**src/rtl/pipe_stage_skid_pkg.sv**
```systemverilog
// pipe_stage_skid_pkg: shared state encoding and default widths for the skid-buffered pipeline stage.
package pipe_stage_skid_pkg;

    typedef enum logic [1:0] {EMPTY, BUSY, FULL} pipe_state_t;

    localparam int DATA_W_DEF = 160;
    localparam int CNT_W_DEF  = 32;

endpackage

```
**src/rtl/pipe_stage_skid_if.sv**
```systemverilog
// pipe_stage_skid_if: valid/ready handshake bundle between two pipeline stages, plus synchronous flush.
interface pipe_stage_skid_if
    import pipe_stage_skid_pkg::*;
#(
    parameter int DATA_W = DATA_W_DEF
) ();

    logic              flush;
    logic              in_valid;
    logic              in_ready;
    logic [DATA_W-1:0] in_data;
    logic              out_valid;
    logic              out_ready;
    logic [DATA_W-1:0] out_data;

    modport master (
        output flush, in_valid, in_data, out_ready,
        input  in_ready, out_valid, out_data
    );

    modport slave (
        input  flush, in_valid, in_data, out_ready,
        output in_ready, out_valid, out_data
    );

endinterface

```
**src/rtl/pipe_stage_skid_perf_cnt.sv**
```systemverilog
// pipe_perf_cnt: saturating event counter, cleared only by asynchronous reset.
module pipe_perf_cnt #(
    parameter int W = 32
) (
    input  logic         CLK,
    input  logic         nRST,
    input  logic         i_inc,
    output logic [W-1:0] o_cnt
);

    logic [W-1:0] r_cnt;

    always_ff @(posedge CLK or negedge nRST) begin
        if (!nRST)
            r_cnt <= '0;
        else if (i_inc && !(&r_cnt))
            r_cnt <= r_cnt + 1'b1;
    end

    assign o_cnt = r_cnt;

endmodule

```
**src/rtl/pipe_stage_skid.sv**
```systemverilog
// pipe_stage_skid: pipeline stage register with a 2-entry skid buffer and registered in_ready.
// Optional performance counters are built when PIPE_PERF_EN is defined.
module pipe_stage_skid
    import pipe_stage_skid_pkg::*;
#(
    parameter int DATA_W = DATA_W_DEF
`ifdef PIPE_PERF_EN
    , parameter int CNT_W = CNT_W_DEF
`endif
) (
    input  logic             CLK,
    input  logic             nRST,
    pipe_stage_skid_if.slave s
`ifdef PIPE_PERF_EN
    , output logic [CNT_W-1:0] stall_cnt
    , output logic [CNT_W-1:0] bubble_cnt
    , output logic [CNT_W-1:0] flush_cnt
`endif
);

    pipe_state_t       r_state;
    logic [DATA_W-1:0] r_main;
    logic [DATA_W-1:0] r_skid;
    logic              w_in;
    logic              w_out;

    assign s.out_valid = (r_state != EMPTY);
    assign s.in_ready  = (r_state != FULL) && !s.flush;
    assign s.out_data  = r_main;
    assign w_in        = s.in_valid && s.in_ready;
    assign w_out       = s.out_valid && s.out_ready;

    // Flush overrides every transition and zeroes both entries to form a clean bubble.
    always_ff @(posedge CLK or negedge nRST) begin
        if (!nRST) begin
            r_state <= EMPTY;
            r_main  <= '0;
            r_skid  <= '0;
        end else if (s.flush) begin
            r_state <= EMPTY;
            r_main  <= '0;
            r_skid  <= '0;
        end else begin
            case (r_state)
                EMPTY: if (w_in) begin
                    r_main  <= s.in_data;
                    r_state <= BUSY;
                end
                BUSY: if (w_in && w_out) begin
                    r_main <= s.in_data;
                end else if (w_in) begin
                    r_skid  <= s.in_data;
                    r_state <= FULL;
                end else if (w_out) begin
                    r_state <= EMPTY;
                end
                FULL: if (w_out) begin
                    r_main  <= r_skid;
                    r_state <= BUSY;
                end
                default: r_state <= EMPTY;
            endcase
        end
    end

`ifdef PIPE_PERF_EN
    pipe_perf_cnt #(.W(CNT_W)) u_stall (
        .CLK(CLK), .nRST(nRST), .i_inc(s.out_valid && !s.out_ready), .o_cnt(stall_cnt)
    );
    pipe_perf_cnt #(.W(CNT_W)) u_bubble (
        .CLK(CLK), .nRST(nRST), .i_inc(!s.out_valid), .o_cnt(bubble_cnt)
    );
    pipe_perf_cnt #(.W(CNT_W)) u_flush (
        .CLK(CLK), .nRST(nRST), .i_inc(s.flush), .o_cnt(flush_cnt)
    );
`endif

endmodule
```
**src/flat_wrapper.sv**
```systemverilog
// flat-port wrapper written by rule: the top's interface ports become plain ports
module pipe_stage_skid_flat import pipe_stage_skid_pkg::*;
#(
    parameter int DATA_W = DATA_W_DEF

)
  (CLK, nRST, s_flush, s_in_valid, s_in_data, s_out_ready, s_in_ready, s_out_valid, s_out_data);
  pipe_stage_skid_if #(.DATA_W(DATA_W)) s_i ();
  input  logic CLK;
  input  logic nRST;
  input wire logic [$bits(s_i.flush)-1:0] s_flush;
  input wire logic [$bits(s_i.in_valid)-1:0] s_in_valid;
  input wire logic [$bits(s_i.in_data)-1:0] s_in_data;
  input wire logic [$bits(s_i.out_ready)-1:0] s_out_ready;
  output wire logic [$bits(s_i.in_ready)-1:0] s_in_ready;
  output wire logic [$bits(s_i.out_valid)-1:0] s_out_valid;
  output wire logic [$bits(s_i.out_data)-1:0] s_out_data;
  assign s_i.flush = s_flush;
  assign s_i.in_valid = s_in_valid;
  assign s_i.in_data = s_in_data;
  assign s_i.out_ready = s_out_ready;
  assign s_in_ready = s_i.in_ready;
  assign s_out_valid = s_i.out_valid;
  assign s_out_data = s_i.out_data;
  pipe_stage_skid #(.DATA_W(DATA_W)) u_core (.CLK(CLK), .nRST(nRST), .s(s_i));
endmodule
```
**config.mk**
```make
export PLATFORM = sky130hd
export DESIGN_NAME = pipe_stage_skid_flat
export DESIGN_NICKNAME = d
export VERILOG_FILES = /design/src/rtl/pipe_stage_skid_pkg.sv /design/src/rtl/pipe_stage_skid_if.sv /design/src/rtl/pipe_stage_skid_perf_cnt.sv /design/src/rtl/pipe_stage_skid.sv /design/src/flat_wrapper.sv
export SDC_FILE = /design/constraint.sdc
export NUM_CORES = 1
export LEC_CHECK = 0
export ABC_AREA = 1
export CELL_PAD_IN_SITES_DETAIL_PLACEMENT = 2
export CELL_PAD_IN_SITES_GLOBAL_PLACEMENT = 2
export CORE_MARGIN = 10
export CORE_UTILIZATION = 31
export CTS_CLUSTER_DIAMETER = 30
export DETAILED_ROUTE_END_ITERATION = 10
export PLACE_DENSITY = 0.9
export SLEW_MARGIN = 20
export SYNTH_ARGS = -nofsm -noshare
export SYNTH_HDL_FRONTEND = slang
export SYNTH_SLANG_ARGS = --single-unit
```
**constraint.sdc**
```tcl
create_clock -name CLK -period 3.25 [get_ports CLK]
set_input_delay 0.8125 -clock CLK [delete_from_list [all_inputs] [get_ports CLK]]
set_output_delay 0.8125 -clock CLK [all_outputs]
set_load 0.05 [all_outputs]
```
==> impl_metrics.toml, run 1 <==
[timing]
tightest_slew_ps = 1130
maxSlewViolCount = 0
fin_skew_ps = 24.1
finalSetupViolCount = 0
fin_ws_ps = 249
layout_min_cycle_time_ps = 3000
hold_viol_final = 0
max-slew-margin-rel = 0.244
rsz0062_at_grt = "false"
max_freq_mhz = 333
period_share = 0.923
fin_setup_tns_ps = 0

[clock_network]
clockBufferDepth = 3
clkSinkCount = 322
clk_latency_ps = 610
ctsHoldBuffers = 0
cts_max_level = 3
path_clk_slew_ps = 50
cts_tree = "yes"
cts_resized = 0
cts_buffers = 95
cts_setup_buffers = 0
cts-root-buf = "clkbuf_16"

[placement]
port_buffers = 326
dp_hpwl_um = 39900
place_congestion = 0.774
preCtsSetupSlack_ps = -114
dpl-instance-area_um2 = 18700

[global_route]
met3_usage = 0.0532
use_met1 = 0.285
grt_pass1_vias = 18500
grt_pass1_wl_um = 116000
grt.busiest_layer = "met2"
grt_max_degree = 233
antenna_found_initial = 4
track_usage = 0.260
grt_overflow = 0
grt_use_met2 = 0.462

[route]
wirelength_um = 75600
vias_per_cell = 5.36
drc = 0
routedWlPerCell_um = 25.6
vias = 15800
drtAntennaViolNets = 0
first_pass_iters = 4
drt_iter0_markers = 992

[worst_setup_path]
path_buf_inv = 2
cpMaxStageDelayCell = "buf_12"
crit_family = "buffers and inverters"
cp.required_ps = 3740
cp-start-kind = "primary input"
path_class = "in2reg"
crit_chain = "clkdlybuf4s50_1 > nor2_4 > nand3_1 > nand2_4 > buf_12 > nand2_1 > o21ai_1"
worstPathMaxFanout = 232
critPathMaxStageDelay_ps = 690
crit_arrival_ps = 3490
crit_path_end_kind = "flip-flop"

[power]
p_switching_mw = 11.3
power_density_nw_per_um2 = 1200
pwr-share-seq = 0.241
comb_power_share = 0.382
power_frac_clock = 0.377
vdd_ir_drop_max_mv = 0.665
p_leak_nw = 10.9
swShare = 0.428
total_power_mw = 26.5
p_int_mw = 15.1

[synth]
seq_area_frac_synth = 0.535
synth_top_cells_by_area = "dfrtp_1 (54%), nand2_1 (24%), nand3_1 (11%)"
synth.top_cells.by_count = "nand2_1 (974), nand3_1 (325), dfrtp_1 (322)"
synth_warnings = 0
syn_area_per_cell_um2 = 7.68
ys_ff_latch = 322
ys_async_sr_fraction = 1.00
synth_edf_count = 0
synth_top_area_cell = "dfrtp_1"
syn-cell-area_um2 = 15000
synthCells = 1959
syn_nets = 2128
yosysMostFrequentCell = "nand2_1"
ys.flop_type = "dfrtp_1"
synth.distinct_cells = 18
yosysTopAreaCellShare = 0.535

[floorplanning]
die-area_um2 = 57800
io-pin-count = 327
core_area_um2 = 47800
initial_utilization = 0.315
rows = 80
die_w_um = 240
die_h_um = 240

[finish]
areaGrowthSynthToFinish_pct = 47.1
final_util = 0.463
final_nets = 2420
drive_above_1_share = 0.0828
final_area_um2 = 22100
fillers = 5141

[status]
status = "finished, final reports clean"

[worst_hold_path]
hp-class = "in2async"

[flow_run]
maxCapViolCount = 0
## cells in the final DEF, fill, tap and decap left out, drive strengths merged
master | netlist | layout
ha | 4 | 4
dlymetal6s2s | 0 | 1
a21oi | 1 | 1
nand2 | 975 | 975
bufinv | 0 | 14
buf | 84 | 27
clkinv | 0 | 19
nor3 | 1 | 1
nand3 | 325 | 325
nor2 | 7 | 7
inv | 7 | 10
clkbuf | 72 | 138
o21ai | 161 | 161
clkinvlp | 0 | 2
clkdlybuf4s50 | 0 | 323
dfrtp | 322 | 322
diode | 0 | 4
## layer usage
metal	part of all wire	wire (um)
met2	0.52	39200
met5	0.00017	13
met1	0.38	29100
met3	0.050	3770
met4	0.047	3550
## kinds of logic (layout without fill, tap and decap cells)
| group | count (synthesis) | after routing | synth area share |
|---|---|---|---|
| simple gates | 1308 | 1308 | 0.355 |
| fa+ha+maj | 4 | 4 | 0.00333 |
| flops | 322 | 322 | 0.535 |
| buf+inv | 163 | 534 | 0.0529 |
| other cells | 0 | 4 | 0 |
| compound gates | 162 | 162 | 0.0539 |
## worst register-to-register path, stage by stage (launching register included)
cell and delay [ps]:
dfrtp_1 420, inv_1 120, ha_1 230, nor2_1 120
nand3_1 270, nand2_4 190, buf_12 690, nand2_1 410
o21ai_1 250
## metrics by stage
step	hold slack, ps	instances
final	175	2949
after global routing	214	2948
after CTS	185	2945
after detailed placement	461	2769
after global placement	453	2769
after floorplan	454	1959
## state kept, by name, summed over array words and instances, names as in the netlist
signal / flops
u_core.r_skid: 160
u_core.s.out_data: 160
u_core.r_state: 2
## final timing paths
kind                                       start                    end  slack [ps]  cells after the start
setup / recovery                         s_flush       u_core.r_skid[0]         250                      7
min in group CLK           u_core.s.out_data[40]  u_core.s.out_data[40]         470                      2
setup reg to reg               u_core.r_state[0]       u_core.r_skid[0]         440                      8
hold reg to reg            u_core.s.out_data[40]  u_core.s.out_data[40]         470                      2
hold / removal                              nRST  u_core.s.out_data[38]         170                      1
max in group asynchronous                   nRST  u_core.s.out_data[94]        2080                      2
## layout make-up
cell class,instances,area [um2],share of cell area
flip-flops and latches,322,8060,0.364
clock buffers,138,2810,0.127
multi-input cells,1474,6240,0.282
inverters,7,33.8,0.00153
diodes,4,10.0,0.000452
well taps,615,769,0.0348
repair buffers,351,3610,0.163
clock inverters,38,604,0.0273
## power by group through the flow
stage | clock (mW) | combinational [mW] | sequential (mW)
after floorplan | 0 | 2.69 | 9.54
after global placement | 0 | 9.60 | 6.16
after detailed placement | 0 | 9.86 | 6.28
after CTS | 10.1 | 10.2 | 6.38
after global routing | 10.4 | 10.6 | 6.51
final | 9.98 | 10.1 | 6.38
Power figures use the tool's default switching activity.
==> run 2, diff against run 1 <==
Settings changed: MAX_ROUTING_LAYER set to met4.
==> impl_metrics.toml, run 2 (same netlist as run 1, synthesis figures left out) <==
[route]
routedWlPerCell_um = 25.6
wirelength_um = 75400
vias_per_cell = 5.37
drtAntennaViolNets = 0
first_pass_iters = 5
drc = 0
drt_iter0_markers = 963
vias = 15800

[worst_setup_path]
r2r_cells = 8
worstPathMaxFanout = 232
path_class = "in2reg"
r2r-end = "u_core.r_skid[0]"
crit_path_end_kind = "flip-flop"
timing.rr.start = "u_core.r_state[0]"
cp-start-kind = "primary input"
ff2ff_setup_slack_ps = 420
setup.worst_path.start = "s_flush"
crit_arrival_ps = 3510
cp.required_ps = 3740

[flow_run]
maxCapViolCount = 0

[timing]
maxSlewViolCount = 0
hold_viol_final = 0
fin_skew_ps = 22.7
fin_setup_tns_ps = 0
tightest_slew_ps = 1150
hold_slack_ps = 173
layout_min_cycle_time_ps = 3010
max-slew-margin-rel = 0.236
period_share = 0.927
fin_ws_ps = 236
finalSetupViolCount = 0
max_freq_mhz = 332
rsz0062_at_grt = "false"

[clock_network]
clockBufferDepth = 3
cts_max_level = 3
path_clk_slew_ps = 50
cts_tree = "yes"
cts-root-buf = "clkbuf_16"
cts_setup_buffers = 0
clkSinkCount = 322
clk_latency_ps = 610
cts_buffers = 95

[finish]
drive_above_1_share = 0.0828
final_cell_mix = "nand2_1 (973), nand3_1 (324), clkdlybuf4s50_1 (323), dfrtp_1 (322), o21ai_1 (141)"
final_nets = 2420
final_common_cell = "nand2_1"
areaGrowthSynthToFinish_pct = 47.1

[floorplanning]
core_area_um2 = 47800
die_w_um = 240
io-pin-count = 327
rows = 80
initial_utilization = 0.315
die-area_um2 = 57800
die_h_um = 240

[placement]
preCtsSetupSlack_ps = -114
port_buffers = 326
place_congestion = 0.784
dp_hpwl_um = 39900

[global_route]
grt_overflow = 0
track_usage = 0.267
grt_max_degree = 233
grt_pass1_wl_um = 116000
grt_pass1_vias = 18400
antenna_found_initial = 4

[power]
total_power_mw = 26.5
power_density_nw_per_um2 = 1200
p_leak_nw = 10.9
vdd_ir_drop_max_mv = 0.662

[worst_hold_path]
hp-class = "in2async"

[status]
status = "finished, final reports clean"
run 2: cell count changes in the layout (fill, tap and decap cells not counted), sizes merged:
cell   change
diode      +1
run 2: power by group:
group,switching [mW],internal [mW]
combinational,7.35,2.76
clock,2.94,7.04
sequential,1.04,5.34
total,11.3,15.1
run 2: stage by stage:
stage,util,area (um2),cells
floorplan,-,15000,1959
global placement,0.391,18700,2769
detailed placement,0.391,18700,2769
CTS,0.462,22100,2945
global route,0.463,22100,2949
finish,0.463,22100,2950
run 2: per-layer routing:
metal / up-vias / GRT usage / wire, um
li1: 6930 / - / -
met1: 8160 / 0.286 / 28800
met2: 525 / 0.463 / 39200
met3: 215 / 0.0522 / 3900
met4: 0 / 0.140 / 3600
met5: - / - / 0
run 2: how the worst max path moves through the flow:
stage	end	slack [ps]
floorplan	s_in_ready	820
global placement	u_core.s.out_data[74]	110
detailed placement	u_core.r_skid[133]	-110
CTS	s_out_valid	4
global route	u_core.r_skid[0]	190
finish	u_core.r_skid[0]	240
run 2: timing repair:
item | in CTS | in global routing
setup endpoints to repair | 0 | 1
hold buffers | 0 | 0
resized for setup | 0 | 1
run 2: layout make-up:
class | instances | area [um2]
Antenna cell | 5 | 12.5
Clock buffer | 138 | 2810
Clock inverter | 38 | 604
Fill cell | 5141 | 25700
Inverter | 7 | 33.8
Multi-Input combinational cell | 1474 | 6240
Sequential cell | 322 | 8060
Tap cell | 615 | 769
Timing Repair Buffer | 351 | 3610
run 2: critical path, cell delays in order:
cell             delay, ps
clkdlybuf4s50_1        610
nor2_4                 230
nand3_1                290
nand2_4                190
buf_12                 680
nand2_1                210
o21ai_1                250
